File: config.mk
export PLATFORM = sky130hd
export DESIGN_NAME = instr_fetch_stage_flat
export DESIGN_NICKNAME = d
export VERILOG_FILES = /design/src/rtl/instr_fetch_stage_if.sv /design/src/rtl/instr_fetch_stage.sv /design/src/flat_wrapper.sv
export SDC_FILE = /design/constraint.sdc
export NUM_CORES = 1
export LEC_CHECK = 0
export ABC_AREA = 1
export CORE_AREA = 2 2 88 154
export CTS_CLUSTER_SIZE = 24
export DETAILED_ROUTE_END_ITERATION = 16
export DIE_AREA = 0 0 90 156
export PLACE_DENSITY = 0.94
export SYNTH_ARGS = -nofsm -noshare
export SYNTH_HDL_FRONTEND = slang
export SYNTH_SLANG_ARGS = --single-unit
export TNS_END_PERCENT = 20
File: constraint.sdc
create_clock -name clk -period 8.3 [get_ports clk]
set_input_delay 1.66 -clock clk [delete_from_list [all_inputs] [get_ports clk]]
set_output_delay 1.66 -clock clk [all_outputs]
set_load 0.02 [all_outputs]
File: src/rtl/instr_fetch_stage_if.sv
// Bundle of the instruction-memory request channel and the decode-side
// instruction handshake used by instr_fetch_stage.
interface instr_fetch_stage_if;
    logic        imem_req;
    logic [31:0] imem_addr;
    logic        imem_ack;
    logic [31:0] imem_rdata;
    logic [31:0] instr;
    logic [31:0] instr_pc;
    logic        instr_valid;
    logic        instr_ready;
    logic        br_taken;
    logic [31:0] br_imm;
    logic        fetch_err;

    modport master (
        output imem_req, imem_addr, instr, instr_pc, instr_valid, fetch_err,
        input  imem_ack, imem_rdata, instr_ready, br_taken, br_imm
    );

    modport slave (
        input  imem_req, imem_addr, instr, instr_pc, instr_valid, fetch_err,
        output imem_ack, imem_rdata, instr_ready, br_taken, br_imm
    );
endinterface

File: src/rtl/instr_fetch_stage.sv
// RV32I fetch stage: one outstanding imem read, latched instruction offered to decode.
// Optional ack-wait timeout enabled by defining FETCH_TIMEOUT_EN.
module instr_fetch_stage #(
    parameter logic [31:0] RESET_PC    = 32'h0000_0000,
    parameter int unsigned TIMEOUT_CYC = 16
) (
    input  logic                       clk,
    input  logic                       rst,
    instr_fetch_stage_if.master        bus,
    output logic [1:0]                 dbg_state
);

    typedef enum logic [1:0] {
        S_FETCH = 2'd0,
        S_HOLD  = 2'd1,
        S_ERR   = 2'd2
    } state_t;

    state_t      state;
    state_t      state_next;
    logic [31:0] pc;
    logic [31:0] next_pc;
    logic        handshake;
    logic        misaligned;

    // Decode handshake: instr is transferred on a rising edge where instr_valid
    // and instr_ready are both high; instr_valid never drops without a transfer
    // except on reset, and instr/instr_pc stay stable while it is high.
    assign handshake  = (state == S_HOLD) && bus.instr_valid && bus.instr_ready;
    assign next_pc    = bus.br_taken ? (bus.instr_pc + bus.br_imm) : (bus.instr_pc + 32'd4);
    assign misaligned = (next_pc[1:0] != 2'b00);

`ifdef FETCH_TIMEOUT_EN
    localparam int CW = $clog2(TIMEOUT_CYC + 1);
    logic [CW-1:0] wait_cnt;
    logic          timeout;

    assign timeout = (state == S_FETCH) && !bus.imem_ack
                     && (wait_cnt == CW'(TIMEOUT_CYC - 1));

    always_ff @(posedge clk or posedge rst) begin
        if (rst) begin
            wait_cnt <= '0;
        end else if ((state == S_FETCH) && !bus.imem_ack && !timeout) begin
            wait_cnt <= wait_cnt + 1'b1;
        end else begin
            wait_cnt <= '0;
        end
    end
`endif

    always_ff @(posedge clk or posedge rst) begin
        if (rst) begin
            state <= S_FETCH;
        end else begin
            state <= state_next;
        end
    end

    always_comb begin
        state_next = state;
        case (state)
            S_FETCH: begin
                if (bus.imem_ack) begin
                    state_next = S_HOLD;
                end
`ifdef FETCH_TIMEOUT_EN
                else if (timeout) begin
                    state_next = S_ERR;
                end
`endif
            end
            S_HOLD: begin
                if (handshake) begin
                    state_next = misaligned ? S_ERR : S_FETCH;
                end
            end
            S_ERR:   state_next = S_ERR;
            default: state_next = S_FETCH;
        endcase
    end

    always_comb begin
        bus.imem_req  = (state == S_FETCH);
        bus.imem_addr = pc;
        bus.fetch_err = (state == S_ERR);
        dbg_state     = state;
    end

    // The faulting target is still loaded into pc so it is visible on imem_addr.
    always_ff @(posedge clk or posedge rst) begin
        if (rst) begin
            pc              <= RESET_PC;
            bus.instr       <= 32'd0;
            bus.instr_pc    <= 32'd0;
            bus.instr_valid <= 1'b0;
        end else if ((state == S_FETCH) && bus.imem_ack) begin
            bus.instr       <= bus.imem_rdata;
            bus.instr_pc    <= pc;
            bus.instr_valid <= 1'b1;
        end else if (handshake) begin
            pc              <= next_pc;
            bus.instr_valid <= 1'b0;
        end
    end

endmodule

File: src/flat_wrapper.sv
// flat-port wrapper written by rule: the top's interface ports become plain ports
module instr_fetch_stage_flat 
#(
    parameter logic [31:0] RESET_PC    = 32'h0000_0000,
    parameter int unsigned TIMEOUT_CYC = 16
)
  (clk, rst, dbg_state, bus_imem_req, bus_imem_addr, bus_instr, bus_instr_pc, bus_instr_valid, bus_fetch_err, bus_imem_ack, bus_imem_rdata, bus_instr_ready, bus_br_taken, bus_br_imm);
  instr_fetch_stage_if bus_i ();
  input  logic clk;
  input  logic rst;
  output logic [1:0] dbg_state;
  output wire logic [$bits(bus_i.imem_req)-1:0] bus_imem_req;
  output wire logic [$bits(bus_i.imem_addr)-1:0] bus_imem_addr;
  output wire logic [$bits(bus_i.instr)-1:0] bus_instr;
  output wire logic [$bits(bus_i.instr_pc)-1:0] bus_instr_pc;
  output wire logic [$bits(bus_i.instr_valid)-1:0] bus_instr_valid;
  output wire logic [$bits(bus_i.fetch_err)-1:0] bus_fetch_err;
  input wire logic [$bits(bus_i.imem_ack)-1:0] bus_imem_ack;
  input wire logic [$bits(bus_i.imem_rdata)-1:0] bus_imem_rdata;
  input wire logic [$bits(bus_i.instr_ready)-1:0] bus_instr_ready;
  input wire logic [$bits(bus_i.br_taken)-1:0] bus_br_taken;
  input wire logic [$bits(bus_i.br_imm)-1:0] bus_br_imm;
  assign bus_imem_req = bus_i.imem_req;
  assign bus_imem_addr = bus_i.imem_addr;
  assign bus_instr = bus_i.instr;
  assign bus_instr_pc = bus_i.instr_pc;
  assign bus_instr_valid = bus_i.instr_valid;
  assign bus_fetch_err = bus_i.fetch_err;
  assign bus_i.imem_ack = bus_imem_ack;
  assign bus_i.imem_rdata = bus_imem_rdata;
  assign bus_i.instr_ready = bus_instr_ready;
  assign bus_i.br_taken = bus_br_taken;
  assign bus_i.br_imm = bus_br_imm;
  instr_fetch_stage #(.RESET_PC(RESET_PC), .TIMEOUT_CYC(TIMEOUT_CYC)) u_core (.clk(clk), .rst(rst), .bus(bus_i), .dbg_state(dbg_state));
endmodule
# ---- Word-level counts from Yosys, hierarchy flattened
# Cells that the tools add are included.
dict set report totals {
  register_bits 99
  input_bits 69
  output_inout_bits 101
  wordCells 27
}
dict set report classes {
  addsub 2
  n_eq_ne 4
  muxes 7
  n_bitwise 1
  n_reduce_logical 8
}
# operator count
set op_table {}
lappend op_table {{adder 32 x 3 -> 32 bit (second input constant)} 1}
lappend op_table {{adder 32 bit} 1}
lappend op_table {{2-to-1 mux 32 bit} 1}
lappend op_table {{2-to-1 mux 2 bit} 3}
lappend op_table {{one-hot mux 2 bit (3 select lines)} 1}
lappend op_table {{inequality test 2 x 1 -> 1 bit (second input constant)} 2}
lappend op_table {{AND reduction 2 bit} 2}
lappend op_table {{nonzero test 2 bit} 2}
lappend op_table {{logical AND 1 bit} 3}
lappend op_table {{equality test 2 x 1 -> 1 bit (second input constant)} 1}
lappend op_table {{equality test 2 bit (second input constant)} 1}
lappend op_table {{zero test 2 bit} 1}
lappend op_table {{2-to-1 mux 1 bit} 2}
lappend op_table {{inverter 1 bit} 1}

# ---- Logic depth before layout (Yosys ltp)
# Gate-level depths: netlist of run 1.
dict set report logic_depth {
  word_depth 6
  depth_mapped 15
  depth_no_buf 15
}

# ---- Worst setup path before layout of run 1
# Ideal clock, no wire load.
dict set report synth_path {
  path_type {input to register}
  from {input port bus_br_imm[0]}
  to {register u_core.pc[12], in the netlist u_core.bus.imem_addr[12]}
  setup_ns 0.066
  t_arrival_ns 3.111
  required_ns 8.234
  slack_ns 5.123
  stages 15
  path_buffers 0
  cell_sequence {ha_1 -> inv_1 -> fa_1 -> inv_1 -> nand3_1 -> nand3_1 -> nand2_1 -> nand2_1 -> nand2_1 -> nand2_1 -> xor2_1 -> nand2_1 -> nand2_1 -> nand2_1 -> nand2_1}
}
dict set report synth_between {
  elab_chain_cells 2
}
# item line_no
set synth_rtl {}
lappend synth_rtl {{from (decl)} flat_wrapper.sv:22} ;# input wire logic [$bits(bus_i.br_imm)-1:0] bus_br_imm;
lappend synth_rtl {{adder 32 bit} instr_fetch_stage.sv:30} ;# assign next_pc = bus.br_taken ? (bus.instr_pc + bus.br_imm) : (bus.instr_pc + 32'd4);
lappend synth_rtl {{2-to-1 mux 32 bit} instr_fetch_stage.sv:30}
lappend synth_rtl {{to (signal assigned)} instr_fetch_stage.sv:102} ;# pc <= next_pc;
lappend synth_rtl {{to (decl)} instr_fetch_stage.sv:21} ;# logic [31:0] pc;
# Every way passes these cells.
# A chain may end at the register's enable or synchronous reset.

# ---- Final worst setup path of run 1
dict set report layout_path {
  from {input port bus_br_imm[0]}
  to {register u_core.pc[30], in the netlist u_core.bus.imem_addr[30]}
}
# The elaborated chain is that of the path after synthesis.

==> results of run 1 <==
[synthesized netlist by cell type, drive strengths merged]
| library cell | n | share of area [%] |
|---|---|---|
| o21bai | 5 | 0.54 |
| nand4 | 10 | 0.91 |
| inv | 141 | 7.7 |
| xnor2 | 1 | 0.13 |
| nor2 | 115 | 6.6 |
| and2 | 2 | 0.18 |
| nand3b | 5 | 0.54 |
| or2 | 3 | 0.27 |
| nor4 | 4 | 0.36 |
| a31oi | 8 | 0.72 |
| a21o | 1 | 0.11 |
| o211ai | 3 | 0.33 |
| dfrtp | 99 | 36 |
| nand2 | 288 | 16 |
| nand3 | 61 | 4.6 |
| clkinv | 1 | 0.054 |
| a22oi | 2 | 0.22 |
| clkbuf | 10 | 0.54 |
| nor3b | 1 | 0.18 |
| ha | 32 | 5.8 |
| buf | 12 | 0.82 |
| a21oi | 94 | 6.8 |
| nor3 | 15 | 1.4 |
| xor2 | 17 | 2.2 |
| o21ai | 23 | 1.7 |
| mux2 | 34 | 5.5 |
| fa | 1 | 0.29 |
[path summary, 6_finish.rpt]
path | cells after the start | slack, ns | endpoint
max | 16 | 4.67 | u_core.bus.imem_addr[30]
max reg2reg | 7 | 6.00 | u_core.bus.imem_addr[21]
min in group asynchronous | 2 | 1.64 | u_core.bus.instr[9]
min | 1 | 0.51 | u_core.bus.instr[15]
max in group asynchronous | 3 | 5.42 | u_core.bus.instr_pc[26]
min reg2reg | 1 | 0.51 | u_core.bus.instr[15]
[final cells by class]
cell class	count	share of cell area, %
Sequential cell	99	27.4
Timing Repair Buffer	173	19.0
Multi-Input combinational cell	725	42.1
Tap cell	171	2.37
Inverter	142	5.92
Clock buffer	9	2.49
Clock inverter	7	0.664
[per-layer routing]
| metal | GRT usage (%) | wire, um |
|---|---|---|
| met1 | 34.1 | 7940 |
| met2 | 56.5 | 11400 |
| met3 | 6.67 | 1690 |
| met4 | 22.7 | 1630 |
| met5 | 0 | 0 |
[power groups by stage]
stage                     Combinational, mW  Sequential, mW  Clock (mW)
after floorplan                      0.0827           0.492           0
after global placement                0.142           0.491           0
after detailed placement              0.143           0.491           0
after CTS                             0.145           0.482       0.409
after global routing                  0.163           0.482       0.431
final                                 0.147           0.482       0.411
[metrics by stage]
stage	setup slack (ns)	instance area (um2)	cells	hold WS, ns
2_1_floorplan	4.05	6910	988	0.610
3_3_place_gp	4.42	8760	1310	0.486
3_5_place_dp	4.33	8760	1310	0.492
4_1_cts	4.69	9040	1326	0.510
5_1_grt	4.43	9040	1326	0.515
6_report	4.67	9040	1326	0.505
[critical path, delay by kind of cell]
kind | cells | cell delay, ns
buffers and inverters | 3 | 0.65
adders and majority gates | 2 | 0.56
and+or+nand+nor | 11 | 1.02
[logic make-up after synthesis]
group	share of synthesized area [%]
simple gates	30.7
flops	35.9
buf+inv	9.08
xor+xnor	2.28
compound gates	10.4
fa+ha+maj	6.09
mux	5.54
[sequential cells by signal (all words and copies together), names as in the netlist]
register and cells:
u_core.bus.instr 32, u_core.dbg_state 2, u_core.bus.instr_pc 32, u_core.bus.imem_addr 32, u_core.bus.instr_valid 1
==> metrics.log, run 1 <==
INFO  metric clock_sinks = 99
INFO  metric hpwl = 17.3 mm
INFO  metric first_drt_pass_iteration_count = 7
INFO  metric worstSkewPairLatency = 0.36 ns
INFO  metric post_route_cells_drive_above_1_share = 6.32%
INFO  metric floorplan.die.width = 90 um
INFO  metric synth_cell_type_count = 37
INFO  metric grt_util_all_layers = 32.1%
INFO  metric ys_warn_count = 0
INFO  metric mostFrequentLayoutCells = nand2_1, clkdlybuf4s50_1, inv_1
INFO  metric cts_htree_levels = 3
INFO  metric grt_pass1_wl = 35.8 mm
INFO  metric ys_seq_elements = 99
INFO  metric weighted_congestion_reported_at_the_end_of_routability_driven_placement = 1.03
INFO  metric status = complete, no violations
INFO  metric pin_count_of_the_biggest_net_entering_global_routing = 95
INFO  metric timing.clock.skew = 0.00831 ns
INFO  metric p_seq_share = 46.4%
INFO  metric timing.critical_path.required = 8.54 ns
INFO  metric synth.yosys.seq_area_share = 35.9%
INFO  metric critical_path.startpoint = bus_br_imm[0]
INFO  metric power-per-cell-area = 115 nW/um2
INFO  metric worst_path_largest_cell_delay = 0.47 ns
INFO  metric multi_input_comb_area = 3810 um2
INFO  metric route.final.wire_length = 22.7 mm
INFO  metric grt_antenna_before_repair = 0
INFO  metric worstHoldStart = u_core.bus.instr[15]
INFO  metric power.static_leakage = 4.81 nW
INFO  metric final_antenna_net_count = 0
INFO  metric final_util = 70.7%
INFO  metric worstSetupEndpointType = flop
INFO  metric initial_core_util = 54.0%
INFO  metric fmax = 275 MHz
INFO  metric setup-violations-final = 0
INFO  metric relSlewSlack = 29.6%
INFO  metric core_area = 12800 um2
INFO  metric clock_transition_at_the_registers_of_the_reported_paths = 0.07 ns
INFO  metric layout.nets = 1252
INFO  metric via_per_inst = 5.60
INFO  metric period_minus_slack = 3.63 ns
INFO  metric crit_path_top_delay_cell = clkdlybuf4s50_1
INFO  metric clockBufferDepth = 2
INFO  metric report.final.slew_viol_count = 0
INFO  metric max-vdd-ir-drop = 141 uV
INFO  metric cts_resized = 0
INFO  metric power_switching = 0.287 mW
INFO  metric drv_cap = 0
INFO  metric critical_path_arrival = 3.88 ns
INFO  metric cts_tree = built
INFO  metric worst-setup-path-type = primary input to flop
INFO  metric post-route-period-util = 43.8%
INFO  metric min_path_type = flop to flop
INFO  metric first_global_vias = 7412
INFO  metric fp.dieH = 156 um
INFO  metric cpMostUsedCell = nand2_1
INFO  metric antenna-diode-count = 0
INFO  metric tns = 0 ns
INFO  metric r2r-start = u_core.bus.instr_pc[13]
INFO  metric mostFrequentLayoutCell = nand2_1
INFO  metric cts.repair_timing.setup_buffer_count = 0
INFO  metric layout.area.seq = 2480 um2
INFO  metric mappedNetlistArea = 6910 um2
INFO  metric numCtsBuffers = 9
INFO  metric boundaryPins = 170
INFO  metric power.share.combinational = 14.1%
INFO  metric crit_chain = clkdlybuf4s50_1 > ha_1 > inv_1 > fa_1 > inv_1 > nand4_1 > nand2_1 > nand2_1 > nand2_1 > nand2_1 > nand2_1 > nand2_1 > nand3_1 > nand2_1 > nand2_1 > nand2_1
INFO  metric hold_viol_final = 0
INFO  metric clock_tree.root_cell = clkbuf_16
INFO  metric power.total = 1.04 mW
INFO  metric fp.dieArea = 14000 um2
INFO  metric tightest_slew = 1.06 ns
INFO  metric total_global_routing_overflow = 0
INFO  metric port_buffers = 169
INFO  metric cell_count_after_synthesis = 988
INFO  metric rsz_0062_raised_after_global_routing = false
INFO  metric sw_frac_of_total = 27.6%
INFO  metric worstPathMaxFanout = 4
INFO  metric placementRows = 55
INFO  metric synthesis.nets = 1090
INFO  metric via_count = 7420
INFO  metric clkPwrFrac = 39.5%
INFO  metric power_report.internal_total = 0.752 mW
INFO  metric drt_iter0_drc = 673
INFO  metric growth_of_design_area_from_synthesis_to_finish = 30.9%
INFO  metric synth.avg_cell_area = 6.99 um2
INFO  metric startpoint_type = primary input
INFO  metric routedWlPerCell = 17.1 um
INFO  metric cts_hold_fix_bufs = 0
INFO  metric n_fill_cell = 1038
INFO  metric detail_route.drc_violations = 0
(Power assumes the default switching activity.)
==> run 2: changes to the inputs <==
--- a/config.mk
+++ b/config.mk
@@ -6,11 +6,11 @@
 export NUM_CORES = 1
 export LEC_CHECK = 0
 export ABC_AREA = 1
-export CORE_AREA = 2 2 88 154
+export CORE_AREA = 2 2 91 159
 export CTS_CLUSTER_SIZE = 24
 export DETAILED_ROUTE_END_ITERATION = 16
-export DIE_AREA = 0 0 90 156
-export PLACE_DENSITY = 0.94
+export DIE_AREA = 0 0 93 161
+export PLACE_DENSITY = 0.89
 export SYNTH_ARGS = -nofsm -noshare
 export SYNTH_HDL_FRONTEND = slang
 export SYNTH_SLANG_ARGS = --single-unit
==> constraint.sdc (replaced) <==
create_clock -name clk -period 3.6 [get_ports clk]
set_input_delay 0.72 -clock clk [delete_from_list [all_inputs] [get_ports clk]]
set_output_delay 0.72 -clock clk [all_outputs]
set_load 0.02 [all_outputs]
==> run 2 against run 1 <==
Against the previous run:
- sequential share of layout area shrank 0.23 points
- global-route usage fell by 0.28 points
- worst hold slack about the same
- first-iteration DRC count is 26% lower
- core utilization shrank 4.0 points
- flip-flop and latch count stayed put
- count of clock-buffer cells in the layout is the same
- power is 130% higher
- clock power grew 140%
- via count is 0.78% lower
- critical path type unchanged
- largest power group unchanged
==> metrics.log, run 2 (synthesis results as in run 1) <==
INFO  metric hold_viol_final = 0
INFO  metric tightest_slew = 0.707 ns
INFO  metric hpwl = 18.4 mm
INFO  metric power_switching = 0.696 mW
INFO  metric drt_iter0_drc = 501
INFO  metric floorplan.die.width = 93 um
INFO  metric fmax = 376 MHz
INFO  metric busiest_layer = met2
INFO  metric numCtsBuffers = 9
INFO  metric first_drt_pass_iteration_count = 5
INFO  metric clock_transition_at_the_registers_of_the_reported_paths = 0.07 ns
INFO  metric final_util = 66.6%
INFO  metric boundaryPins = 170
INFO  metric tns = 0 ns
INFO  metric initial_core_util = 50.4%
INFO  metric final_antenna_net_count = 0
INFO  metric drv_cap = 0
INFO  metric placementRows = 57
INFO  metric ff2ff_setup_slack = 1.23 ns
INFO  metric via_per_inst = 5.50
INFO  metric antenna-diode-count = 0
INFO  metric max-vdd-ir-drop = 265 uV
INFO  metric groute.layer.met3.usage = 4.43%
INFO  metric worstPathMaxFanout = 4
INFO  metric grt_util_all_layers = 31.8%
INFO  metric rsz_0062_raised_after_global_routing = false
INFO  metric timing.clock.skew = 0.0104 ns
INFO  metric power_report.internal_total = 1.74 mW
INFO  metric globalRouteMet2Util = 55.9%
INFO  metric grt.met1_usage = 34.5%
INFO  metric power-per-cell-area = 268 nW/um2
INFO  metric status = complete, no violations
INFO  metric sw_frac_of_total = 28.5%
INFO  metric critical_path_arrival = 2.94 ns
INFO  metric relSlewSlack = 52.5%
INFO  metric cpMostUsedCell = nand2_1
INFO  metric power.static_leakage = 4.84 nW
INFO  metric power.share.combinational = 14.1%
INFO  metric setup-violations-final = 0
INFO  metric clkPwrFrac = 40.4%
INFO  metric core_area = 13700 um2
INFO  metric clock_sinks = 99
INFO  metric worstSetupEndpointType = flop
INFO  metric mostFrequentLayoutCells = nand2_1, clkdlybuf4s50_1, inv_1
INFO  metric worstSkewPairLatency = 0.36 ns
INFO  metric via_count = 7362
INFO  metric critical_path.startpoint = bus_br_imm[0]
INFO  metric n_fill_cell = 1202
INFO  metric worstHoldStart = u_core.bus.instr[8]
INFO  metric fp.dieArea = 15000 um2
INFO  metric weighted_congestion_reported_at_the_end_of_routability_driven_placement = 1.01
INFO  metric first_global_vias = 7296
INFO  metric layout.nets = 1258
INFO  metric cts.repair_timing.setup_buffer_count = 0
INFO  metric cts_resized = 0
INFO  metric crit_chain = clkdlybuf4s50_1 > ha_1 > inv_1 > fa_1 > inv_1 > nand3_1 > nand3_1 > nand2_1 > nand2_1 > nand2_1 > nand2_1 > nand2_1 > nand3_1 > nand3_1 > a21oi_1
INFO  metric crit_path_top_delay_cell = clkdlybuf4s50_1
INFO  metric post_route_cells_drive_above_1_share = 6.80%
INFO  metric post-route-period-util = 73.9%
INFO  metric clockBufferDepth = 2
INFO  metric startpoint_type = primary input
INFO  metric port_buffers = 169
INFO  metric p_seq_share = 45.5%
INFO  metric growth_of_design_area_from_synthesis_to_finish = 32.1%
INFO  metric r2r-start = u_core.bus.instr_pc[24]
INFO  metric route.final.wire_length = 23.8 mm
INFO  metric timing.critical_path.required = 3.88 ns
INFO  metric period_minus_slack = 2.66 ns
INFO  metric report.final.slew_viol_count = 0
INFO  metric pin_count_of_the_biggest_net_entering_global_routing = 47
INFO  metric cts_hold_fix_bufs = 0
INFO  metric fp.dieH = 161 um
INFO  metric cts_htree_levels = 3
INFO  metric worst_path_largest_cell_delay = 0.46 ns
INFO  metric total_global_routing_overflow = 0
INFO  metric detail_route.drc_violations = 0
INFO  metric min_path_type = flop to flop
INFO  metric routedWlPerCell = 17.8 um
INFO  metric worst-setup-path-type = primary input to flop
INFO  metric grt_antenna_before_repair = 0
INFO  metric grt_pass1_wl = 36.7 mm
INFO  metric cts_tree = built
INFO  metric clock_tree.root_cell = clkbuf_16
INFO  metric mostFrequentLayoutCell = nand2_1
## run 2: final timing paths
check	end	cells after the start
min in group asynchronous	u_core.bus.instr_pc[31]	2
max	u_core.bus.imem_addr[28]	15
max in group asynchronous	u_core.bus.instr_pc[15]	3
min	u_core.bus.instr[8]	1
min reg2reg	u_core.bus.instr[8]	1
max reg2reg	u_core.bus.imem_addr[25]	9
## run 2: area by class of cell
| class | count | area (um2) | share of cell area (%) |
|---|---|---|---|
| Clock buffer | 9 | 225 | 2.47 |
| Clock inverter | 7 | 72.6 | 0.796 |
| Inverter | 142 | 536 | 5.87 |
| Multi-Input combinational cell | 725 | 3810 | 41.8 |
| Sequential cell | 99 | 2480 | 27.2 |
| Tap cell | 177 | 221 | 2.43 |
| Timing Repair Buffer | 179 | 1780 | 19.5 |
## run 2: critical path, delay by kind of cell
family / cells / cell delay, ns
buf+inv: 3 / 0.64
fa+ha+maj: 2 / 0.56
simple gates: 9 / 0.88
compound gates: 1 / 0.14
## run 2: power by group through the flow
stage               registers [mW]  logic [mW]  clock network [mW]
floorplan                     1.13       0.191                   0
global placement              1.13       0.333                   0
detailed placement            1.13       0.338                   0
CTS                           1.11       0.341               0.990
global route                  1.11       0.381                1.03
finish                        1.11       0.345               0.985
## run 2: metal layers
metal,vias to the layer above,part of all wire [%]
li1,3499,-
met1,3371,34
met2,383,51
met3,109,7.0
met4,0,7.5
met5,-,0
## run 2: through the flow
| step | worst slack [ns] | total power, mW | instance area, um2 | hold slack, ns | instances |
|---|---|---|---|---|---|
| floorplan | 0.290 | 1.32 | 6910 | 0.610 | 988 |
| global placement | 0.705 | 1.47 | 8820 | 0.485 | 1322 |
| detailed placement | 0.624 | 1.47 | 8820 | 0.493 | 1322 |
| CTS | 0.974 | 2.44 | 9120 | 0.511 | 1338 |
| global route | 0.734 | 2.52 | 9120 | 0.519 | 1338 |
| finish | 0.940 | 2.44 | 9120 | 0.505 | 1338 |
